<file path="src/rtl/iir6_pkg.sv">
// Shared constants, state encoding and result scaling for the 6th-order IIR filter.
// Optional feature: define IIR6_SAT_EN to clamp out-of-range results instead of wrapping.
package iir6_pkg;

   localparam int DW    = 32;
   localparam int FRAC  = 30;
   localparam int ACC_W = 72;
   localparam int NTAPS = 13;

   localparam logic [1:0] ST_IDLE = 2'd0;
   localparam logic [1:0] ST_MAC  = 2'd1;
   localparam logic [1:0] ST_DONE = 2'd2;

   // Apply the coefficient pre-scale, drop the fraction bits and fit the result to DW bits.
   function automatic logic signed [DW-1:0] scale_result(input logic signed [ACC_W-1:0] acc,
                                                         input logic [2:0] scale);
      logic signed [ACC_W-1:0] sh;
      logic signed [DW-1:0]    res;
      sh = (acc <<< scale) >>> FRAC;
`ifdef IIR6_SAT_EN
      // In range only when every bit above the DW sign bit matches the sign bit.
      if ((sh[ACC_W-1:DW-1] == {(ACC_W-DW+1){1'b0}}) || (sh[ACC_W-1:DW-1] == {(ACC_W-DW+1){1'b1}})) begin
         res = sh[DW-1:0];
      end else if (sh[ACC_W-1]) begin
         res = 32'sh8000_0000;
      end else begin
         res = 32'sh7FFF_FFFF;
      end
`else
      res = sh[DW-1:0];
`endif
      return res;
   endfunction

endpackage

</file>
<file path="src/rtl/iir6_32bit_fixed_if.sv">
// Sample, coefficient and result bundle of the IIR filter.
interface iir6_32bit_fixed_if
   import iir6_pkg::*;
   ();
   logic signed [DW-1:0] audio_in;
   logic                 data_val;
   logic [2:0]           scale;
   logic signed [DW-1:0] b1, b2, b3, b4, b5, b6, b7;
   logic signed [DW-1:0] a2, a3, a4, a5, a6, a7;
   logic signed [DW-1:0] audio_out;
   logic                 audio_out_val;

   modport master (
      output audio_in, data_val, scale,
      output b1, b2, b3, b4, b5, b6, b7,
      output a2, a3, a4, a5, a6, a7,
      input  audio_out, audio_out_val
   );

   modport slave (
      input  audio_in, data_val, scale,
      input  b1, b2, b3, b4, b5, b6, b7,
      input  a2, a3, a4, a5, a6, a7,
      output audio_out, audio_out_val
   );
endinterface

</file>
<file path="src/rtl/iir6_mac.sv">
// Single time-shared signed multiply-accumulate: full-width product sign-extended into the accumulator.
module iir6_mac
   import iir6_pkg::*;
(
   input  logic                    clk,
   input  logic                    rst,
   input  logic                    clr_i,
   input  logic                    en_i,
   input  logic signed [DW-1:0]    coef_i,
   input  logic signed [DW-1:0]    data_i,
   output logic signed [ACC_W-1:0] acc_o
);
   logic signed [2*DW-1:0]  prod_s;
   logic signed [ACC_W-1:0] acc_d;
   logic signed [ACC_W-1:0] acc_q;

   assign prod_s = coef_i * data_i;
   assign acc_o  = acc_q;

   // Next accumulator value: clear on a new sample, add one product per enabled cycle.
   always_comb begin
      acc_d = acc_q;
      if (clr_i) begin
         acc_d = {ACC_W{1'b0}};
      end else if (en_i) begin
         acc_d = acc_q + {{(ACC_W-2*DW){prod_s[2*DW-1]}}, prod_s};
      end else begin
         acc_d = acc_q;
      end
   end

   // Accumulator register.
   always_ff @(posedge clk or negedge rst) begin
      if (!rst) begin
         acc_q <= {ACC_W{1'b0}};
      end else begin
         acc_q <= acc_d;
      end
   end
endmodule

</file>
<file path="src/rtl/iir6_32bit_fixed.sv">
// 6th-order direct-form-I IIR filter, signed 32-bit fixed point, one shared MAC (13 taps per sample).
// Optional feature: define IIR6_SAT_EN to saturate the output (and fed-back y1) instead of wrapping.
module iir6_32bit_fixed
   import iir6_pkg::*;
(
   input  logic               clk,
   input  logic               rst,
   iir6_32bit_fixed_if.slave  bus
);
   logic [1:0]              state_q, state_d;
   logic [3:0]              idx_q, idx_d;
   logic signed [DW-1:0]    x_q [7];   // x_q[0] = x0 .. x_q[6] = x6
   logic signed [DW-1:0]    y_q [6];   // y_q[0] = y1 .. y_q[5] = y6
   logic signed [DW-1:0]    out_q;
   logic                    val_q;
   logic signed [DW-1:0]    coef_s, data_s;
   logic signed [ACC_W-1:0] acc_s;
   logic signed [DW-1:0]    y_s;
   logic                    start_s;

   assign start_s           = (state_q == ST_IDLE) && bus.data_val;
   assign y_s               = scale_result(acc_s, bus.scale);
   assign bus.audio_out     = out_q;
   assign bus.audio_out_val = val_q;

   iir6_mac u_mac (
      .clk    (clk),
      .rst    (rst),
      .clr_i  (start_s),
      .en_i   (state_q == ST_MAC),
      .coef_i (coef_s),
      .data_i (data_s),
      .acc_o  (acc_s)
   );

   // Sequencer: wait for a strobe, walk the 13 taps, then one result cycle.
   always_comb begin
      state_d = state_q;
      idx_d   = idx_q;
      case (state_q)
         ST_IDLE: begin
            if (bus.data_val) begin
               state_d = ST_MAC;
               idx_d   = 4'd0;
            end else begin
               state_d = ST_IDLE;
            end
         end
         ST_MAC: begin
            if (idx_q == 4'(NTAPS - 1)) begin
               state_d = ST_DONE;
               idx_d   = 4'd0;
            end else begin
               idx_d   = idx_q + 4'd1;
            end
         end
         ST_DONE: state_d = ST_IDLE;
         default: begin
            state_d = ST_IDLE;
            idx_d   = 4'd0;
         end
      endcase
   end

   // Operand mux: feed-forward taps first, then feedback taps.
   always_comb begin
      coef_s = {DW{1'b0}};
      data_s = {DW{1'b0}};
      case (idx_q)
         4'd0:    begin coef_s = bus.b1; data_s = x_q[0]; end
         4'd1:    begin coef_s = bus.b2; data_s = x_q[1]; end
         4'd2:    begin coef_s = bus.b3; data_s = x_q[2]; end
         4'd3:    begin coef_s = bus.b4; data_s = x_q[3]; end
         4'd4:    begin coef_s = bus.b5; data_s = x_q[4]; end
         4'd5:    begin coef_s = bus.b6; data_s = x_q[5]; end
         4'd6:    begin coef_s = bus.b7; data_s = x_q[6]; end
         4'd7:    begin coef_s = bus.a2; data_s = y_q[0]; end
         4'd8:    begin coef_s = bus.a3; data_s = y_q[1]; end
         4'd9:    begin coef_s = bus.a4; data_s = y_q[2]; end
         4'd10:   begin coef_s = bus.a5; data_s = y_q[3]; end
         4'd11:   begin coef_s = bus.a6; data_s = y_q[4]; end
         4'd12:   begin coef_s = bus.a7; data_s = y_q[5]; end
         default: begin coef_s = {DW{1'b0}}; data_s = {DW{1'b0}}; end
      endcase
   end

   // State, sample capture, result register and history shift.
   always_ff @(posedge clk or negedge rst) begin
      if (!rst) begin
         state_q <= ST_IDLE;
         idx_q   <= 4'd0;
         out_q   <= {DW{1'b0}};
         val_q   <= 1'b0;
         for (int i = 0; i < 7; i++) x_q[i] <= {DW{1'b0}};
         for (int i = 0; i < 6; i++) y_q[i] <= {DW{1'b0}};
      end else begin
         state_q <= state_d;
         idx_q   <= idx_d;
         val_q   <= (state_q == ST_DONE);
         if (start_s) begin
            x_q[0] <= bus.audio_in;
         end
         if (state_q == ST_DONE) begin
            out_q <= y_s;
            for (int i = 6; i > 0; i--) x_q[i] <= x_q[i-1];
            for (int i = 5; i > 0; i--) y_q[i] <= y_q[i-1];
            y_q[0] <= y_s;
         end
      end
   end
endmodule

</file>
<file path="src/flat_wrapper.sv">
// flat-port wrapper written by rule: the top's interface ports become plain ports
module iir6_32bit_fixed_flat import iir6_pkg::*;
  (clk, rst, bus_audio_in, bus_data_val, bus_scale, bus_b1, bus_b2, bus_b3, bus_b4, bus_b5, bus_b6, bus_b7, bus_a2, bus_a3, bus_a4, bus_a5, bus_a6, bus_a7, bus_audio_out, bus_audio_out_val);
  iir6_32bit_fixed_if bus_i ();
  input  logic clk;
  input  logic rst;
  input wire logic [$bits(bus_i.audio_in)-1:0] bus_audio_in;
  input wire logic [$bits(bus_i.data_val)-1:0] bus_data_val;
  input wire logic [$bits(bus_i.scale)-1:0] bus_scale;
  input wire logic [$bits(bus_i.b1)-1:0] bus_b1;
  input wire logic [$bits(bus_i.b2)-1:0] bus_b2;
  input wire logic [$bits(bus_i.b3)-1:0] bus_b3;
  input wire logic [$bits(bus_i.b4)-1:0] bus_b4;
  input wire logic [$bits(bus_i.b5)-1:0] bus_b5;
  input wire logic [$bits(bus_i.b6)-1:0] bus_b6;
  input wire logic [$bits(bus_i.b7)-1:0] bus_b7;
  input wire logic [$bits(bus_i.a2)-1:0] bus_a2;
  input wire logic [$bits(bus_i.a3)-1:0] bus_a3;
  input wire logic [$bits(bus_i.a4)-1:0] bus_a4;
  input wire logic [$bits(bus_i.a5)-1:0] bus_a5;
  input wire logic [$bits(bus_i.a6)-1:0] bus_a6;
  input wire logic [$bits(bus_i.a7)-1:0] bus_a7;
  output wire logic [$bits(bus_i.audio_out)-1:0] bus_audio_out;
  output wire logic [$bits(bus_i.audio_out_val)-1:0] bus_audio_out_val;
  assign bus_i.audio_in = bus_audio_in;
  assign bus_i.data_val = bus_data_val;
  assign bus_i.scale = bus_scale;
  assign bus_i.b1 = bus_b1;
  assign bus_i.b2 = bus_b2;
  assign bus_i.b3 = bus_b3;
  assign bus_i.b4 = bus_b4;
  assign bus_i.b5 = bus_b5;
  assign bus_i.b6 = bus_b6;
  assign bus_i.b7 = bus_b7;
  assign bus_i.a2 = bus_a2;
  assign bus_i.a3 = bus_a3;
  assign bus_i.a4 = bus_a4;
  assign bus_i.a5 = bus_a5;
  assign bus_i.a6 = bus_a6;
  assign bus_i.a7 = bus_a7;
  assign bus_audio_out = bus_i.audio_out;
  assign bus_audio_out_val = bus_i.audio_out_val;
  iir6_32bit_fixed u_core (.clk(clk), .rst(rst), .bus(bus_i));
endmodule
</file>
<file path="config.mk">
export PLATFORM = sky130hd
export DESIGN_NAME = iir6_32bit_fixed_flat
export DESIGN_NICKNAME = d
export VERILOG_FILES = /design/src/rtl/iir6_pkg.sv /design/src/rtl/iir6_32bit_fixed_if.sv /design/src/rtl/iir6_mac.sv /design/src/rtl/iir6_32bit_fixed.sv /design/src/flat_wrapper.sv
export SDC_FILE = /design/constraint.sdc
export NUM_CORES = 2
export LEC_CHECK = 0
export ABC_CLOCK_PERIOD_IN_PS = 22800
export CAP_MARGIN = 20
export CORE_ASPECT_RATIO = 0.6
export CORE_UTILIZATION = 46
export DETAILED_ROUTE_END_ITERATION = 16
export PLACE_DENSITY = 0.77
export SYNTH_ARGS = -nofsm -noshare
export SYNTH_HDL_FRONTEND = slang
export SYNTH_SLANG_ARGS = --single-unit
</file>
<file path="constraint.sdc">
create_clock -name clk -period 22.8 [get_ports clk]
set_clock_uncertainty 0.05 [all_clocks]
set_input_delay 6.84 -clock clk [delete_from_list [all_inputs] [get_ports clk]]
set_output_delay 6.84 -clock clk [all_outputs]
set_load 0.1 [all_outputs]
</file>
==> impl_metrics.tcl <==
set metrics [dict create \
    vias 55110 \
    endpoint_kind "flip-flop" \
    start_kind "input port" \
    antenna_found_initial 23 \
    rows 104 \
    via_per_inst 6.018 \
    status "finished, violations left" \
    drt_iter0_markers 8081 \
    critical-path-max-stage-delay_ns 1.05 \
    synthArstFlopShare_pct 100.0 \
    post_cts_buffers 0 \
    grt.total_usage_pct 38.94 \
    layout-drive-gt1-share_pct 4.659 \
    slew_viol_final 2 \
    min_period_ns 19.04 \
    synth.avg_cell_area_um2 8.779 \
    timing.slew.headroom_pct -3.568 \
    cts_tree "yes" \
    drt-met1-wl_um 102100 \
    route.met2.wl_um 100300 \
    syn_to_final_growth_pct 12.90 \
    synth_edf_count 0 \
    cp_max_fo 19 \
    dieArea_mm2 0.1367 \
    path_delay_family "adder cells" \
    synth_top_area_cell "fa_1" \
    drtAntennaViolNets 0 \
    nNetsFinal 9071 \
    cts_sinks 485 \
    grt_pass1_vias 54580 \
    maxCapViolations 0 \
    crit_top_cell "fa_1" \
    yosys_warnings 0 \
    grt_max_degree 166 \
    timing.final.crit_share_pct 83.53 \
    clock_path_buffers 3 \
    critPathSlowestCell "and3_1" \
    worst_pin_slew_ns 1.554 \
    clockRootBuffer "clkbuf_16" \
    critPathKind "in -> reg" \
    hold_path_class "reg -> reg" \
    syn_nets 8845 \
    die_w_um 476.6 \
    yosysSeqAreaShare_pct 19.52 \
    ys.flop_type "dfrtp_1" \
    synth_top_area_share_pct 34.23 \
    synth-seq-cells 485 \
    setup_viol 0 \
    drc 0 \
    wl_met3_um 46290 \
    rsz0062_at_grt "no" \
    yosys.cell_types.count 80 \
    overflow 0 \
    cp.arrival_ns 19.52 \
    multiInputGateArea_mm2 0.04432 \
    cp.required_ns 23.27 \
    postCtsHoldBufs 0 \
    worstSkewPairLatency_ns 0.63 \
    dp_cells 9059 \
    numCtsBuffers 45 \
    htree_num_levels 2 \
    cp_num_buf_inv 5 \
    detail_route.wirelength_um 264800 \
    gp_congestion 1.131 \
    die_h_um 286.8 \
    hold_viol 0 \
    ys_top_cells_by_area "fa_1, dfrtp_1, nand2_1, inv_1, ha_1" \
    grt_pass1_wl_um 383100 \
    synthCells 7081 \
    first_pass_iters 9 \
    clkTransAtPathRegs_ns 0.07 \
    tns_ns 0 \
    n_fill_cell 12210 \
    layoutNonFillerInstCount 9158 \
    syn_area_mm2 0.06216 \
    place_hpwl_um 207800 \
    ctsResizeCount 0 \
    wl_per_cell_um 28.91 \
    violations "slew limit" \
    num_io_pins 487 \
    regArea_mm2 0.01214 \
    core_area_mm2 0.1340 \
    initial_utilization_pct 46.38 \
    fmax_mhz 52.51 \
    top_layer "met5" \
    port_buffers 486 \
]
==> worst paths after layout <==
kind / from / endpoint / slack (ns) / cells past startpoint
setup / recovery: bus_b7[11] / u_core.u_mac.acc_o[61] / 3.76 / 38
max in group asynchronous: rst / u_core.y_q[48] / 14.22 / 3
hold reg to reg: u_core.x_q[27] / u_core.x_q[27] / 0.43 / 2
setup reg to reg: u_core.idx_q[3] / u_core.u_mac.acc_o[61] / 8.29 / 40
hold / removal: u_core.x_q[27] / u_core.x_q[27] / 0.43 / 2
min in group asynchronous: rst / u_core.u_mac.acc_o[52] / 6.25 / 1
==> worst register-to-register path, delay by kind of cell, from the launching register on <==
kind / cells / cell delay [ns]
xor+xnor: 3 / 0.49
fa+ha+maj: 10 / 4.90
flops: 1 / 0.80
simple gates: 7 / 2.40
buf+inv: 6 / 1.02
compound gates: 14 / 4.74
==> kinds of logic after synthesis <==
family | share of synthesized area, %
AOI/OAI and AO/OA | 10.47
xor gates and xnor gates | 1.745
adders and majority gates | 39.20
buffers and inverters | 9.400
DFF | 19.52
muxes | 2.021
and+or+nand+nor | 17.64
==> synthesized netlist by cell type, drive strengths merged (87+ instances only) <==
master	instances
buf	201
clkbuf	256
nor2	513
a21oi	143
nand2	1874
a22o	87
o21ai	137
a22oi	134
fa	1063
a221oi	103
dfrtp	485
ha	247
inv	1009
==> sequential cells by signal (all words and copies together) (netlist names) <==
name and count:
u_core.bus.audio_out 32, u_core.x_q 224, u_core.y_q 160, u_core.state_q 2, u_core.bus.audio_out_val 1, u_core.idx_q 4
u_core.u_mac.acc_o 62
==> routing by layer <==
layer	up-vias	track usage, %
li1	22750	-
met1	27490	52.89
met4	20	17.86
met3	607	20.08
met2	4244	50.64
met5	-	1.744
==> stage by stage <==
step	hold WS [ns]	setup slack, ns	instance area (um2)	utilization (%)
floorplan	0.3902	6.045	62160	-
global placement	0.4040	3.405	68450	51.07
global route	0.4419	3.239	70150	52.34
finish	0.4265	3.755	70180	52.36
CTS	0.4283	4.015	70060	52.28
detailed placement	0.4122	3.427	68540	51.14
==> cell type report <==
cell class,count,area share [%]
Sequential cell,485,17.29
Inverter,1011,5.418
Clock inverter,19,0.3280
Multi-Input combinational cell,5128,63.15
Tap cell,1802,3.213
Timing Repair Buffer,636,8.707
Clock buffer,62,1.838
Antenna cell,15,0.05348
==> cell usage in the layout, fill, tap and decap left out, types with 44 or more instances in the layout <==
master	Yosys	final
xnor2_1	83	83
and3_1	47	44
fa_1	1063	1063
inv_1	1008	1008
nor2_1	512	510
ha_1	247	247
nand2_1	1874	1874
a222oi_1	44	44
clkdlybuf4s50_1	0	483
a21oi_1	143	143
buf_4	35	142
a22o_1	87	87
a22oi_1	134	134
a221oi_1	103	103
dfrtp_1	485	484
o21ai_0	129	129
a21o_1	48	48
clkbuf_16	0	46
nand3_1	82	77
Power is not shown: default switching activity piles up to over one toggle a cycle in this logic, so the estimate is an artifact.
